<file path="src/rtl/level_crossing_pkg.sv">
// Shared definitions for the level-crossing wheel front-end: FSM states,
// filtered sensor patterns {A,B} and default timing parameters.
package level_crossing_pkg;

    // Sequence FSM states. The A-chain follows a wheel entering on sensor A,
    // the B-chain is its mirror for a wheel entering on sensor B.
    typedef enum logic [2:0] {
        ST_IDLE   = 3'd0,
        ST_A1     = 3'd1,   // pattern 10
        ST_A2     = 3'd2,   // pattern 11
        ST_A3     = 3'd3,   // pattern 01
        ST_B1     = 3'd4,   // pattern 01
        ST_B2     = 3'd5,   // pattern 11
        ST_B3     = 3'd6,   // pattern 10
        ST_RESYNC = 3'd7
    } state_t;

    // Filtered sensor pattern P = {fA, fB}
    localparam logic [1:0] P_NONE = 2'b00;
    localparam logic [1:0] P_A    = 2'b10;
    localparam logic [1:0] P_B    = 2'b01;
    localparam logic [1:0] P_BOTH = 2'b11;

    localparam int DEF_DEBOUNCE_CYCLES = 4;
    localparam int DEF_TIMEOUT_CYCLES  = 50000;
    localparam int DEF_TO_W            = 16;

    // True while a wheel is being tracked through either chain; these are
    // the states in which the timeout counter runs.
    function automatic logic is_chain(input state_t s);
        return (s == ST_A1) || (s == ST_A2) || (s == ST_A3) ||
               (s == ST_B1) || (s == ST_B2) || (s == ST_B3);
    endfunction

endpackage

</file>
<file path="src/rtl/sensor_debounce.sv">
// One sensor channel: two-flop synchroniser for the asynchronous raw input,
// followed by a counter-based debouncer. The filtered level only follows the
// synchronised level after DEBOUNCE_CYCLES consecutive differing samples.
module sensor_debounce
    import level_crossing_pkg::*;
#(
    parameter int DEBOUNCE_CYCLES = DEF_DEBOUNCE_CYCLES
)(
    input  logic Clk,
    input  logic Reset,
    input  logic sens,
    output logic filt
);

    // Counter only needs to reach DEBOUNCE_CYCLES-1; the accepting sample
    // updates the filtered level instead of incrementing.
    localparam int CNT_W = (DEBOUNCE_CYCLES > 1) ? $clog2(DEBOUNCE_CYCLES) : 1;
    localparam logic [CNT_W-1:0] CNT_LAST = CNT_W'(DEBOUNCE_CYCLES - 1);

    logic             sync_p0;
    logic             sync_p1;
    logic             filt_q;
    logic [CNT_W-1:0] cnt_q;

    // Synchronise the raw sensor into the Clk domain.
    always_ff @(posedge Clk or posedge Reset) begin
        if (Reset) begin
            sync_p0 <= 1'b0;
            sync_p1 <= 1'b0;
        end else begin
            sync_p0 <= sens;
            sync_p1 <= sync_p0;
        end
    end

    // Accept a new level only after it has been stable long enough; any return
    // to the current filtered level restarts the count.
    always_ff @(posedge Clk or posedge Reset) begin
        if (Reset) begin
            filt_q <= 1'b0;
            cnt_q  <= '0;
        end else if (sync_p1 == filt_q) begin
            cnt_q  <= '0;
        end else if (cnt_q == CNT_LAST) begin
            filt_q <= sync_p1;
            cnt_q  <= '0;
        end else begin
            cnt_q  <= cnt_q + CNT_W'(1);
        end
    end

    assign filt = filt_q;

endmodule

</file>
<file path="src/rtl/wheel_direction_decoder.sv">
// Wheel direction decoder: debounces both track sensors and follows the
// overlapping-sensor pattern of a passing wheel. A single-cycle a2b or b2a
// pulse is produced only when a wheel fully clears both sensors in a
// consistent direction; illegal jumps and stalls produce a Fault pulse and
// park the FSM in RESYNC until the track is clear again.
module wheel_direction_decoder
    import level_crossing_pkg::*;
#(
    parameter int DEBOUNCE_CYCLES = DEF_DEBOUNCE_CYCLES,
    parameter int TIMEOUT_CYCLES  = DEF_TIMEOUT_CYCLES,
    parameter int TO_W            = DEF_TO_W
)(
    input  logic Clk,
    input  logic Reset,
    input  logic SensA,
    input  logic SensB,
    output logic a2b,
    output logic b2a,
    output logic Fault,
    output logic Busy
);

    // Last count value before the timeout is declared.
    localparam logic [TO_W-1:0] TO_LAST = TO_W'(TIMEOUT_CYCLES - 1);

    logic            filt_a;
    logic            filt_b;
    logic [1:0]      pat;

    state_t          state_q;
    state_t          state_d;
    logic [TO_W-1:0] to_cnt_q;
    logic [TO_W-1:0] to_cnt_d;

    logic            a2b_d;
    logic            b2a_d;
    logic            fault_d;
    logic            step_exits;

    sensor_debounce #(
        .DEBOUNCE_CYCLES (DEBOUNCE_CYCLES)
    ) u_deb_a (
        .Clk   (Clk),
        .Reset (Reset),
        .sens  (SensA),
        .filt  (filt_a)
    );

    sensor_debounce #(
        .DEBOUNCE_CYCLES (DEBOUNCE_CYCLES)
    ) u_deb_b (
        .Clk   (Clk),
        .Reset (Reset),
        .sens  (SensB),
        .filt  (filt_b)
    );

    assign pat = {filt_a, filt_b};

    // Next-state and pulse decode. Each chain state only accepts its own
    // pattern (hold) or a pattern one bit away along the chain; anything
    // else, including both bits flipping together, is a fault.
    always_comb begin
        state_d = state_q;
        a2b_d   = 1'b0;
        b2a_d   = 1'b0;
        fault_d = 1'b0;

        case (state_q)
            ST_IDLE: begin
                case (pat)
                    P_A:     state_d = ST_A1;
                    P_B:     state_d = ST_B1;
                    P_BOTH: begin
                        state_d = ST_RESYNC;
                        fault_d = 1'b1;
                    end
                    default: state_d = ST_IDLE;
                endcase
            end

            ST_A1: begin
                case (pat)
                    P_A:     state_d = ST_A1;
                    P_BOTH:  state_d = ST_A2;
                    P_NONE:  state_d = ST_IDLE;   // wheel backed off sensor A
                    default: begin
                        state_d = ST_RESYNC;
                        fault_d = 1'b1;
                    end
                endcase
            end

            ST_A2: begin
                case (pat)
                    P_BOTH:  state_d = ST_A2;
                    P_A:     state_d = ST_A1;
                    P_B:     state_d = ST_A3;
                    default: begin
                        state_d = ST_RESYNC;
                        fault_d = 1'b1;
                    end
                endcase
            end

            ST_A3: begin
                case (pat)
                    P_B:     state_d = ST_A3;
                    P_BOTH:  state_d = ST_A2;
                    P_NONE: begin
                        state_d = ST_IDLE;
                        a2b_d   = 1'b1;
                    end
                    default: begin
                        state_d = ST_RESYNC;
                        fault_d = 1'b1;
                    end
                endcase
            end

            ST_B1: begin
                case (pat)
                    P_B:     state_d = ST_B1;
                    P_BOTH:  state_d = ST_B2;
                    P_NONE:  state_d = ST_IDLE;   // wheel backed off sensor B
                    default: begin
                        state_d = ST_RESYNC;
                        fault_d = 1'b1;
                    end
                endcase
            end

            ST_B2: begin
                case (pat)
                    P_BOTH:  state_d = ST_B2;
                    P_B:     state_d = ST_B1;
                    P_A:     state_d = ST_B3;
                    default: begin
                        state_d = ST_RESYNC;
                        fault_d = 1'b1;
                    end
                endcase
            end

            ST_B3: begin
                case (pat)
                    P_A:     state_d = ST_B3;
                    P_BOTH:  state_d = ST_B2;
                    P_NONE: begin
                        state_d = ST_IDLE;
                        b2a_d   = 1'b1;
                    end
                    default: begin
                        state_d = ST_RESYNC;
                        fault_d = 1'b1;
                    end
                endcase
            end

            ST_RESYNC: begin
                if (pat == P_NONE) begin
                    state_d = ST_IDLE;
                end
            end

            default: begin
                state_d = ST_RESYNC;
                fault_d = 1'b1;
            end
        endcase

        // A pattern-driven exit (completion, back-off or fault) wins over the
        // timeout so that only one pulse can ever be produced per cycle.
        step_exits = (state_d == ST_IDLE) || (state_d == ST_RESYNC);
        if (is_chain(state_q) && (to_cnt_q == TO_LAST) && !step_exits) begin
            state_d = ST_RESYNC;
            fault_d = 1'b1;
        end

        to_cnt_d = is_chain(state_q) ? (to_cnt_q + TO_W'(1)) : '0;
    end

    // State and timeout registers.
    always_ff @(posedge Clk or posedge Reset) begin
        if (Reset) begin
            state_q  <= ST_IDLE;
            to_cnt_q <= '0;
        end else begin
            state_q  <= state_d;
            to_cnt_q <= to_cnt_d;
        end
    end

    // Registered single-cycle event and fault pulses.
    always_ff @(posedge Clk or posedge Reset) begin
        if (Reset) begin
            a2b   <= 1'b0;
            b2a   <= 1'b0;
            Fault <= 1'b0;
        end else begin
            a2b   <= a2b_d;
            b2a   <= b2a_d;
            Fault <= fault_d;
        end
    end

    assign Busy = (state_q != ST_IDLE);

endmodule
</file>
<file path="config.mk">
export PLATFORM = sky130hd
export DESIGN_NAME = wheel_direction_decoder
export DESIGN_NICKNAME = d
export VERILOG_FILES = /design/src/rtl/level_crossing_pkg.sv /design/src/rtl/sensor_debounce.sv /design/src/rtl/wheel_direction_decoder.sv
export SDC_FILE = /design/constraint.sdc
export NUM_CORES = 1
export LEC_CHECK = 0
export BUFFER_PORTS_ARGS = -buffer_cell sky130_fd_sc_hd__buf_2
export CAP_MARGIN = 10
export CORE_MARGIN = 2
export CORE_UTILIZATION = 55
export DETAILED_ROUTE_END_ITERATION = 10
export PLACE_DENSITY = 0.73
export SLEW_MARGIN = 20
export SYNTH_ARGS = -nofsm -noshare
export SYNTH_HDL_FRONTEND = slang
export SYNTH_HIERARCHICAL = 1
export SYNTH_SLANG_ARGS = --single-unit
</file>
<file path="constraint.sdc">
create_clock -name Clk -period 2.4 [get_ports Clk]
set_clock_uncertainty 0.2 [all_clocks]
set_input_delay 0.12 -clock Clk [delete_from_list [all_inputs] [get_ports Clk]]
set_output_delay 0.12 -clock Clk [all_outputs]
set_load 0.03 [all_outputs]
</file>
==> results of run 1 <==
[final cells by class]
class / count / area (um^2)
Clock buffer: 6 / 41.29
Clock inverter: 2 / 35.03
Fill cell: 248 / 1117
Inverter: 10 / 37.54
Multi-Input combinational cell: 123 / 874.6
Sequential cell: 32 / 802.0
Tap cell: 44 / 55.05
Timing Repair Buffer: 10 / 65.06
[state kept, by name, summed over array words and instances, names as in the netlist]
name	count
state_q	3
b2a	1
u_deb_b/sync_p0	1
u_deb_b/cnt_q	2
to_cnt_q	16
u_deb_b/filt	1
u_deb_a/cnt_q	2
a2b	1
u_deb_a/sync_p0	1
u_deb_a/sync_p1	1
u_deb_a/filt	1
u_deb_b/sync_p1	1
Fault	1
[how the worst min path moves through the flow]
stage,startpoint,to,slack [ns]
finish,Reset,u_deb_a/sync_p0,0.07
global route,Reset,u_deb_a/cnt_q[1],0.05
CTS,Reset,u_deb_a/sync_p0,0.04
detailed placement,Reset,u_deb_b/sync_p0,-0.15
global placement,Reset,u_deb_b/sync_p0,-0.16
floorplan,Reset,u_deb_a/cnt_q[0],-0.30
[where the power goes]
group          leakage [nW]  switching (mW)  internal [mW]
Combinational         0.412           0.592          0.480
Sequential            0.415           0.183          0.663
Clock                0.0422           0.169          0.218
Total                 0.869           0.944           1.36
[timing repair]
action	4_1_cts	5_1_grt
hold endpoints to repair	34	0
gates resized for setup	0	2
hold buffers	3	0
setup endpoints to repair	0	1
[critical path: cells and delay by family, from the launching register on]
family,cells,cell delay (ns)
compound gates,2,0.57
fa+ha+maj,1,0.32
buf+inv,1,0.13
flops,1,0.45
mux,1,0.27
simple gates,2,0.23
[cell families (layout without fill, tap and decap cells)]
family,Yosys count,count (layout),share of synthesized area [%]
adder cells (fa/ha/maj),10,10,7.163
AND/OR/NAND/NOR,68,68,21.20
flip-flops,32,32,45.85
multiplexers,5,5,3.868
AO/OA/AOI/OAI,27,27,10.67
buffers and inverters,16,28,4.727
XOR/XNOR,13,13,6.519
[cells in the mapped netlist, types with 3 or more instances]
cell type and count:
and3_1 5, xnor2_1 5, xor2_1 8, a21oi_1 5
nand3_1 8, inv_1 9, nor2_1 22, ha_1 10
dfrtp_1 32, nor2b_1 4, buf_2 3, or3_1 4
o21ai_0 9, mux2_2 4, nand2_1 8, nand4_1 3
[routing by layer]
layer / vias to the layer above / share of wire (%) / track usage, %
li1: 616 / - / -
met1: 603 / 47 / 26.31
met2: 27 / 49 / 31.52
met3: 3 / 3.8 / 4.478
met4: 0 / 0.46 / 4.762
met5: - / 0 / 0
[stage by stage]
step / cells / cell area (um^2) / power, mW
2_1_floorplan: 171 / 1747 / 1.705
4_1_cts: 227 / 1898 / 2.260
5_1_grt: 227 / 1911 / 2.488
6_report: 227 / 1911 / 2.305
3_3_place_gp: 216 / 1792 / 1.819
3_5_place_dp: 216 / 1792 / 1.862
==> run_results.csv, run 1 <==
group,metric,value,unit
synth,synth_top_area_share,45.85,%
global_route,grt_pass1_vias,1172,
synth,syn-num-nets,185,
timing,drv_slew,0,
timing,finalCritPeriodShare,94.46,%
synth,yosysWarnings,6,
synth,synth_async_sr_flop_share,100.0,%
detailed_routing,via_per_inst,5.502,
global_route,grt_use_total,19.33,%
detailed_routing,dr.pass1.iters,7,
die,start_util,57.69,%
synth,synth_seq_cells,32,
setup_path,reg2reg_from,"u_deb_b/filt",
setup_path,crit_end,"Fault",
detailed_routing,vias,1249,
timing,hold_slack,0.06888,ns
cts,htree_levels,2,
cts,post_cts_buffers,0,
placement,pre_cts_ws,0.1337,ns
global_route,grt_pass1_wl,5.271,mm
detailed_routing,drcViolationCount,0,
setup_path,reg2reg_to,"Fault",
cts,cts_buffers,5,
timing,tns,0,ns
power_and_ir_drop,p_leak,0.8692,nW
detailed_routing,ant_nets,0,
setup_path,crit_required,2.42,ns
timing,finalCriticalPeriod,2.267,ns
cells_and_area,drive_gt1_share,14.75,%
timing,maxSlewHeadroom,46.04,%
setup_path,crit_slowest_cell,"dfrtp_1",
synth,avgSynthCellArea,10.21,um^2
global_route,antenna_found_initial,0,
cts,cts.clk_slew.worst_paths,0.10,ns
synth,synth_edf_count,0,
cells_and_area,fin_nets,196,
die,num_rows,20,
setup_path,crit_path_max_incr_delay,0.45,ns
cts,cts_tree,"done",
die,coreArea,3028,um^2
synth,yosysTopAreaCell,"dfrtp_1",
cts,numClockSinks,32,
setup_path,crit_fanout,6,
setup_path,r2r_cells,7,
global_route,grt_start_max_net_pins,23,
synth,yosys_most_used_dff,"dfrtp_1",
cells_and_area,post-route-util,63.10,%
synth,synth.cell_area,1747,um^2
setup_path,worstSetupStartpointType,"register",
run,cap_violations,0,
cells_and_area,final_cell_mix,"dfrtp_1 (31), nor2_1 (22), ha_1 (10)",
setup_path,reg2reg_slack,0.13,ns
cts,worstSkewPairLatency,0.32,ns
die,die_h,60.36,um
setup_path,endpoint_kind,"register",
timing,setup_viol,0,
placement,dp_hpwl,2.179,mm
die,dieWidth,60.36,um
power_and_ir_drop,ir_worst_vdd,0.0006765,V
setup_path,arrival,2.29,ns
cts,clockBufferDepth,2,
cells_and_area,area_growth,9.384,%
placement,io_buffer_count,7,
power_and_ir_drop,cellPowerDensity,1207,nW/um^2
detailed_routing,detail_route.wl_per_cell,13.45,um
setup_path,crit_path_cell_trace,"inv_1 > ha_1 > nor2_1 > mux2_2 > a221o_1 > and4_4 > o31ai_2",
detailed_routing,totalWireLength,3.054,mm
timing,fin_ws,0.1330,ns
timing,worst_pin_slew,0.8085,ns
die,io_pins,8,
global_route,grt-ovfl-total,0,
synth,yosysSeqAreaShare,45.85,%
setup_path,crit_path_start,"u_deb_b/filt",
run_status,outcome,"completed",
placement,place_congestion,0.8607,
min_path,hold_class,"in2async",
cts,cts_root_buf,"clkbuf_4",
detailed_routing,drtIter0Drc,31,
cells_and_area,final_common_cell,"dfrtp_1",
timing,rsz0062_at_grt,"false",
synth,synth_area_leaders,"dfrtp_1 (46%), ha_1 (7.2%), nor2_1 (4.7%), xor2_1 (4.0%), o21ai_0 (2.6%)",
timing,hold_viol,0,
synth,synth_cell_types,41,
setup_path,setup.worst_path.class,"reg2reg",
cells_and_area,diodes,0,
synth,synth_cells,171,
timing,fmax,441.1,MHz
die,dieArea,3643,um^2
No activity file was read; power rests on OpenSTA's default activity.
==> inputs of run 2 (changes only) <==
Clock period 2.4 ns to 2.2 ns, I/O delays scaled along.
==> run_results.csv, run 2 (same netlist as run 1, synthesis figures left out) <==
group,metric,value,unit
setup_path,reg2reg_slack,0.06,ns
die,dieArea,3643,um^2
global_route,grt_pass1_vias,1274,
global_route,grt_use_total,20.90,%
cts,cts_buffers,5,
power_and_ir_drop,power,2.792,mW
cells_and_area,drive_gt1_share,23.44,%
timing,worst_pin_slew,0.8107,ns
power_and_ir_drop,ir_worst_vdd,0.0007064,V
setup_path,critPathTopFamily,"compound AO/OA/AOI/OAI gates",
die,dieWidth,60.36,um
detailed_routing,drtIter0Drc,54,
cells_and_area,largest_reg_flops,16,
cts,worstSkewPairLatency,0.34,ns
die,die_h,60.36,um
timing,hold_viol,0,
run_status,outcome,"completed",
timing,finalCriticalPeriod,2.140,ns
cells_and_area,fill_cells,235,
global_route,antenna_found_initial,0,
setup_path,crit_buf_inv,2,
cts,cts.clk_slew.worst_paths,0.09,ns
setup_path,crit_fanout,5,
timing,hold_slack,0.1619,ns
run,cap_violations,0,
global_route,grt-ovfl-total,0,
detailed_routing,ant_nets,0,
cts,cts_root_buf,"clkbuf_4",
detailed_routing,dr.pass1.iters,4,
timing,fmax,467.3,MHz
power_and_ir_drop,p_leak,0.9199,nW
power_and_ir_drop,cellPowerDensity,1373,nW/um^2
placement,place_congestion,0.8737,
setup_path,arrival,2.15,ns
setup_path,crit_top_cell,"buf_4",
setup_path,setup.worst_path.class,"reg2reg",
setup_path,crit_required,2.21,ns
timing,finalCritPeriodShare,97.28,%
cells_and_area,area_growth,16.40,%
cells_and_area,diodes,0,
cells_and_area,regMostFlops,"to_cnt_q",
cells_and_area,multi_input_area,927.1,um^2
cells_and_area,reg.largest.list,"to_cnt_q: 16 flops, state_q: 3 flops",
setup_path,endpoint_kind,"register",
min_path,hold_class,"reg2reg",
global_route,grt_start_max_net_pins,23,
detailed_routing,totalWireLength,3.225,mm
cells_and_area,stdcell_count,236,
detailed_routing,vias,1294,
setup_path,crit_slowest_cell,"dfrtp_1",
timing,setup_viol,0,
cells_and_area,final_cell_mix,"dfrtp_1 (31), nor2_1 (21)",
cts,numClockSinks,32,
detailed_routing,via_per_inst,5.483,
detailed_routing,detail_route.wl_per_cell,13.67,um
placement,io_buffer_count,7,
cts,htree_levels,2,
detailed_routing,drcViolationCount,0,
cells_and_area,seq_area,802.0,um^2
die,io_pins,8,
cells_and_area,final_common_cell,"dfrtp_1",
placement,dp_hpwl,2.273,mm
cts,clockBufferDepth,2,
placement,placed_cells,221,
die,coreArea,3028,um^2
setup_path,crit_path_max_incr_delay,0.41,ns
die,num_rows,20,
setup_path,worstSetupStartpointType,"register",
die,start_util,57.69,%
setup_path,crit_path_cell_trace,"buf_4 > ha_1 > buf_4 > nor2b_1 > o21ai_0 > a32o_1 > a211oi_2 > o31ai_4",
cells_and_area,fin_nets,205,
cts,cts_tree,"done",
global_route,grt_pass1_wl,5.506,mm
timing,maxSlewHeadroom,45.89,%
timing,drv_slew,0,
[run 2: cell count changes in the layout (fill, tap and decap cells not counted), moves of 2 or more]
cell and change:
buf_4 +8, ha_2 +3, inv_2 +2, ha_1 -4
inv_1 -2
[run 2: final timing paths]
| check | from | endpoint | depth (start not counted) |
|---|---|---|---|
| worst min-delay path | u_deb_a/sync_p0 | u_deb_a/sync_p1 | 0 |
| worst min register to register | u_deb_a/sync_p0 | u_deb_a/sync_p1 | 0 |
| worst max-delay path | u_deb_b/filt | Fault | 8 |
| worst max register to register | u_deb_b/filt | Fault | 8 |
| max in group asynchronous | Reset | state_q[2] | 3 |
| min in group asynchronous | Reset | to_cnt_q[5] | 3 |
[run 2: cell type report]
class / instances / area share, %
clock buffer: 6 / 2.031
clock inverter: 2 / 1.723
inverter: 10 / 1.846
multi-input combinational: 123 / 45.60
sequential: 32 / 39.45
tap: 44 / 2.708
timing repair buffer: 19 / 6.646
[run 2: what timing repair did]
action	CTS	global route
hold endpoints to repair	34	0
hold buffers	4	0
setup buffers	3	0
endpoints found under the setup margin	1	2
pin swaps	0	4
resized for setup	2	13
[run 2: per-stage QoR]
step | util (%) | worst slack (ns) | cell area [um^2] | setup TNS (ns)
6_report | 67.15 | 0.05985 | 2033 | 0
2_1_floorplan | - | 0.09864 | 1747 | 0
3_5_place_dp | 60.41 | -0.01824 | 1829 | -0.01824
5_1_grt | 67.15 | -0.004636 | 2033 | -0.004636
3_3_place_gp | 60.41 | 0.08761 | 1829 | 0
4_1_cts | 65.41 | 0.01252 | 1981 | 0
[run 2: report_power, final]
part,switching (mW),internal (mW),total [mW],leakage [nW]
Clock,0.198,0.238,0.436,0.0422
Sequential,0.189,0.724,0.913,0.415
Combinational,0.755,0.688,1.44,0.463
Total,1.14,1.65,2.79,0.920
[run 2: routing by layer]
| metal | up-vias | global-route usage (%) | routed length [um] |
|---|---|---|---|
| li1 | 634 | - | - |
| met1 | 626 | 26.13 | 1404 |
| met2 | 27 | 32.92 | 1608 |
| met3 | 7 | 7.676 | 157 |
| met4 | 0 | 8.571 | 54 |
| met5 | - | 0 | 0 |
[run 2: worst register-to-register path, cell delays in order (launching register included)]
cell	delay (ns)
dfrtp_1	0.41
buf_4	0.15
ha_1	0.20
buf_4	0.16
nor2b_1	0.11
o21ai_0	0.09
a32o_1	0.30
a211oi_2	0.29
o31ai_4	0.10
==> inputs of run 3 (changes only) <==
Settings changed: SYNTH_HIERARCHICAL 1 to default.
==> run_results.csv, run 3 <==
group,metric,value,unit
detailed_routing,dr.pass1.iters,4,
power_and_ir_drop,p_leak,0.8868,nW
global_route,grt-ovfl-total,0,
placement,place_congestion,0.8448,
timing,tns,0,ns
cts,worstSkewPairLatency,0.35,ns
timing,finalCritPeriodShare,96.11,%
die,dieArea,3611,um^2
setup_path,crit_required,2.23,ns
cts,cts_buffers,5,
timing,worst_pin_slew,0.4096,ns
power_and_ir_drop,cellPowerDensity,1319,nW/um^2
global_route,grt_pass1_vias,1343,
synth,yosys_most_used_dff,"dfrtp_1",
global_route,grt_start_max_net_pins,33,
die,coreArea,3028,um^2
die,num_rows,20,
detailed_routing,drcViolationCount,0,
synth,synth_most_common_cell,"dfrtp_1",
setup_path,crit_fanout,6,
cells_and_area,fill_cells,231,
synth,yosysWarnings,0,
timing,finalCriticalPeriod,2.114,ns
cts,numClockSinks,32,
setup_path,crit_slowest_cell,"dfrtp_2",
cells_and_area,drive_gt1_share,22.96,%
synth,synth_area_leaders,"dfrtp_1 (46%), ha_1 (7.2%), nor2_1 (3.9%), xnor2_1 (3.0%), xor2_1 (3.0%)",
synth,avgSynthCellArea,10.12,um^2
cells_and_area,multi_input_area,927.1,um^2
cts,htree_levels,2,
synth,yosysTopAreaCell,"dfrtp_1",
setup_path,worstSetupStartpointType,"register",
synth,synth_async_sr_flop_share,100.0,%
cells_and_area,fin_nets,209,
timing,hold_slack,0.1589,ns
detailed_routing,detail_route.wl_per_cell,14.01,um
cells_and_area,seq_area,802.0,um^2
cells_and_area,design_area,2024,um^2
cts,cts_tree,"done",
synth,yosysSeqAreaShare,46.28,%
synth,syn-num-nets,185,
timing,drv_slew,0,
cells_and_area,largest_reg_flops,16,
setup_path,crit_path_max_incr_delay,0.46,ns
setup_path,crit_path_cell_trace,"inv_2 > ha_1 > buf_4 > mux4_2 > o21ai_0 > o21ai_1",
cells_and_area,final_common_cell,"dfrtp_1",
cells_and_area,diodes,0,
timing,hold_viol,0,
setup_path,endpoint_kind,"register",
detailed_routing,via_per_inst,5.604,
synth,synth.cell_area,1730,um^2
synth,synth_cells,171,
setup_path,critPathTopFamily,"flip-flops",
global_route,grt_pass1_wl,5.775,mm
cells_and_area,final_cell_mix,"dfrtp_1 (31), nor2_1 (17), buf_4 (11)",
synth,synth_cell_types,41,
timing,setup_viol,0,
synth,synth_edf_count,0,
placement,dp_hpwl,2.323,mm
min_path,hold_class,"in2async",
placement,io_buffer_count,7,
cells_and_area,area_growth,16.99,%
cells_and_area,post-route-util,66.86,%
cts,cts.clk_slew.worst_paths,0.12,ns
die,io_pins,8,
timing,fmax,473.0,MHz
run_status,outcome,"completed",
timing,maxSlewHeadroom,72.48,%
run,cap_violations,0,
setup_path,arrival,2.14,ns
detailed_routing,totalWireLength,3.363,mm
cts,cts_root_buf,"clkbuf_4",
setup_path,crit_buf_inv,2,
die,start_util,57.15,%
die,die_h,60.09,um
power_and_ir_drop,ir_worst_vdd,0.0006483,V
cells_and_area,regMostFlops,"to_cnt_q",
global_route,grt_use_total,21.58,%
placement,post_dp_cell_area,1872,um^2
global_route,antenna_found_initial,0,
setup_path,setup.worst_path.class,"reg2reg",
synth,synth_seq_cells,32,
detailed_routing,vias,1345,
cells_and_area,reg.largest.list,"to_cnt_q: 16 flops, state_q: 3 flops",
die,dieWidth,60.09,um
cts,clockBufferDepth,2,
synth,ys_top_cells_by_count,"dfrtp_1 (32), nor2_1 (18), ha_1 (10), o21ai_0 (10), nand2_1 (9)",
synth,synth_top_area_share,46.28,%
power_and_ir_drop,power,2.670,mW
detailed_routing,ant_nets,0,
detailed_routing,drtIter0Drc,62,
-- run 3: cell types whose count changed in the layout (fill, tap and decap cells not counted), moves of 2 or more --
cell        delta
a21oi_1        +3
and3_1         -2
buf_4          +3
clkinvlp_4     +2
inv_1          -3
mux2_2         -3
mux2i_1        +3
nor2_1         -4
nor3_1         +5
nor4_1         -2
o21ai_1        +3
o21bai_1       -2
or3_1          +3
xor2_1         -2
-- run 3: worst min-delay path, cell delays in order --
cell and delay (ns):
dlygate4sd3_1 0.53, buf_2 0.12, inv_1 0.04, buf_4 0.35
-- run 3: what timing repair did --
item                                    in CTS  in global routing
setup buffers                                0                  1
endpoints found under the setup margin       1                  4
resized for setup                            1                 12
hold endpoints to repair                    34                  0
hold buffers                                 3                  0
-- run 3: cell families (layout without fill, tap and decap cells) --
group | after synthesis | count (layout) | synth area share [%]
multiplexers | 5 | 5 | 3.615
flip-flops | 32 | 32 | 46.28
XOR/XNOR | 12 | 12 | 6.074
AO/OA/AOI/OAI | 34 | 34 | 13.45
adder cells (fa/ha/maj) | 10 | 10 | 7.231
buffers and inverters | 11 | 36 | 2.891
AND/OR/NAND/NOR | 67 | 67 | 20.46
-- run 3: metrics by stage --
stage | setup WS [ns] | cells
after detailed placement | -0.006405 | 228
final | 0.08568 | 240
after floorplan | 0.1446 | 171
after global routing | -0.007472 | 240
after CTS | 0.02535 | 239
after global placement | 0.05594 | 228
-- run 3: worst paths after layout --
| path | slack, ns | cells past startpoint | startpoint | endpoint |
|---|---|---|---|---|
| min in group Clk | 0.16 | 0 | u_deb_b.sync_p0 | u_deb_b.sync_p1 |
| setup / recovery | 0.09 | 6 | u_deb_a.filt | Fault |
| max in group asynchronous | 1.32 | 4 | Reset | u_deb_a.filt |
| hold reg to reg | 0.16 | 0 | u_deb_b.sync_p0 | u_deb_b.sync_p1 |
| hold / removal | 0.16 | 4 | Reset | u_deb_a.cnt_q[1] |
| setup reg to reg | 0.09 | 6 | u_deb_a.filt | Fault |
-- run 3: area by class of cell --
cell class                      instances  area share, %
Sequential cell                        32          39.62
Clock buffer                            6          2.534
Timing Repair Buffer                   21          7.293
Multi-Input combinational cell        128          45.80
Tap cell                               44          2.719
Inverter                                7          1.298
Clock inverter                          2         0.7417
-- run 3: per-layer routing --
| layer | wire, um | part of all wire [%] | up-vias | track usage [%] |
|---|---|---|---|---|
| met3 | 109 | 3.2 | 9 | 5.195 |
| met2 | 1678 | 50 | 25 | 34.32 |
| met1 | 1504 | 45 | 660 | 26.69 |
| met4 | 70 | 2.1 | 0 | 12.38 |
| li1 | - | - | 651 | - |
| met5 | 0 | 0 | - | 0 |
-- run 3: power by group --
group | total [mW] | internal (mW) | switching (mW)
combinational | 1.41 | 0.634 | 0.777
clock | 0.377 | 0.155 | 0.222
sequential | 0.881 | 0.722 | 0.160
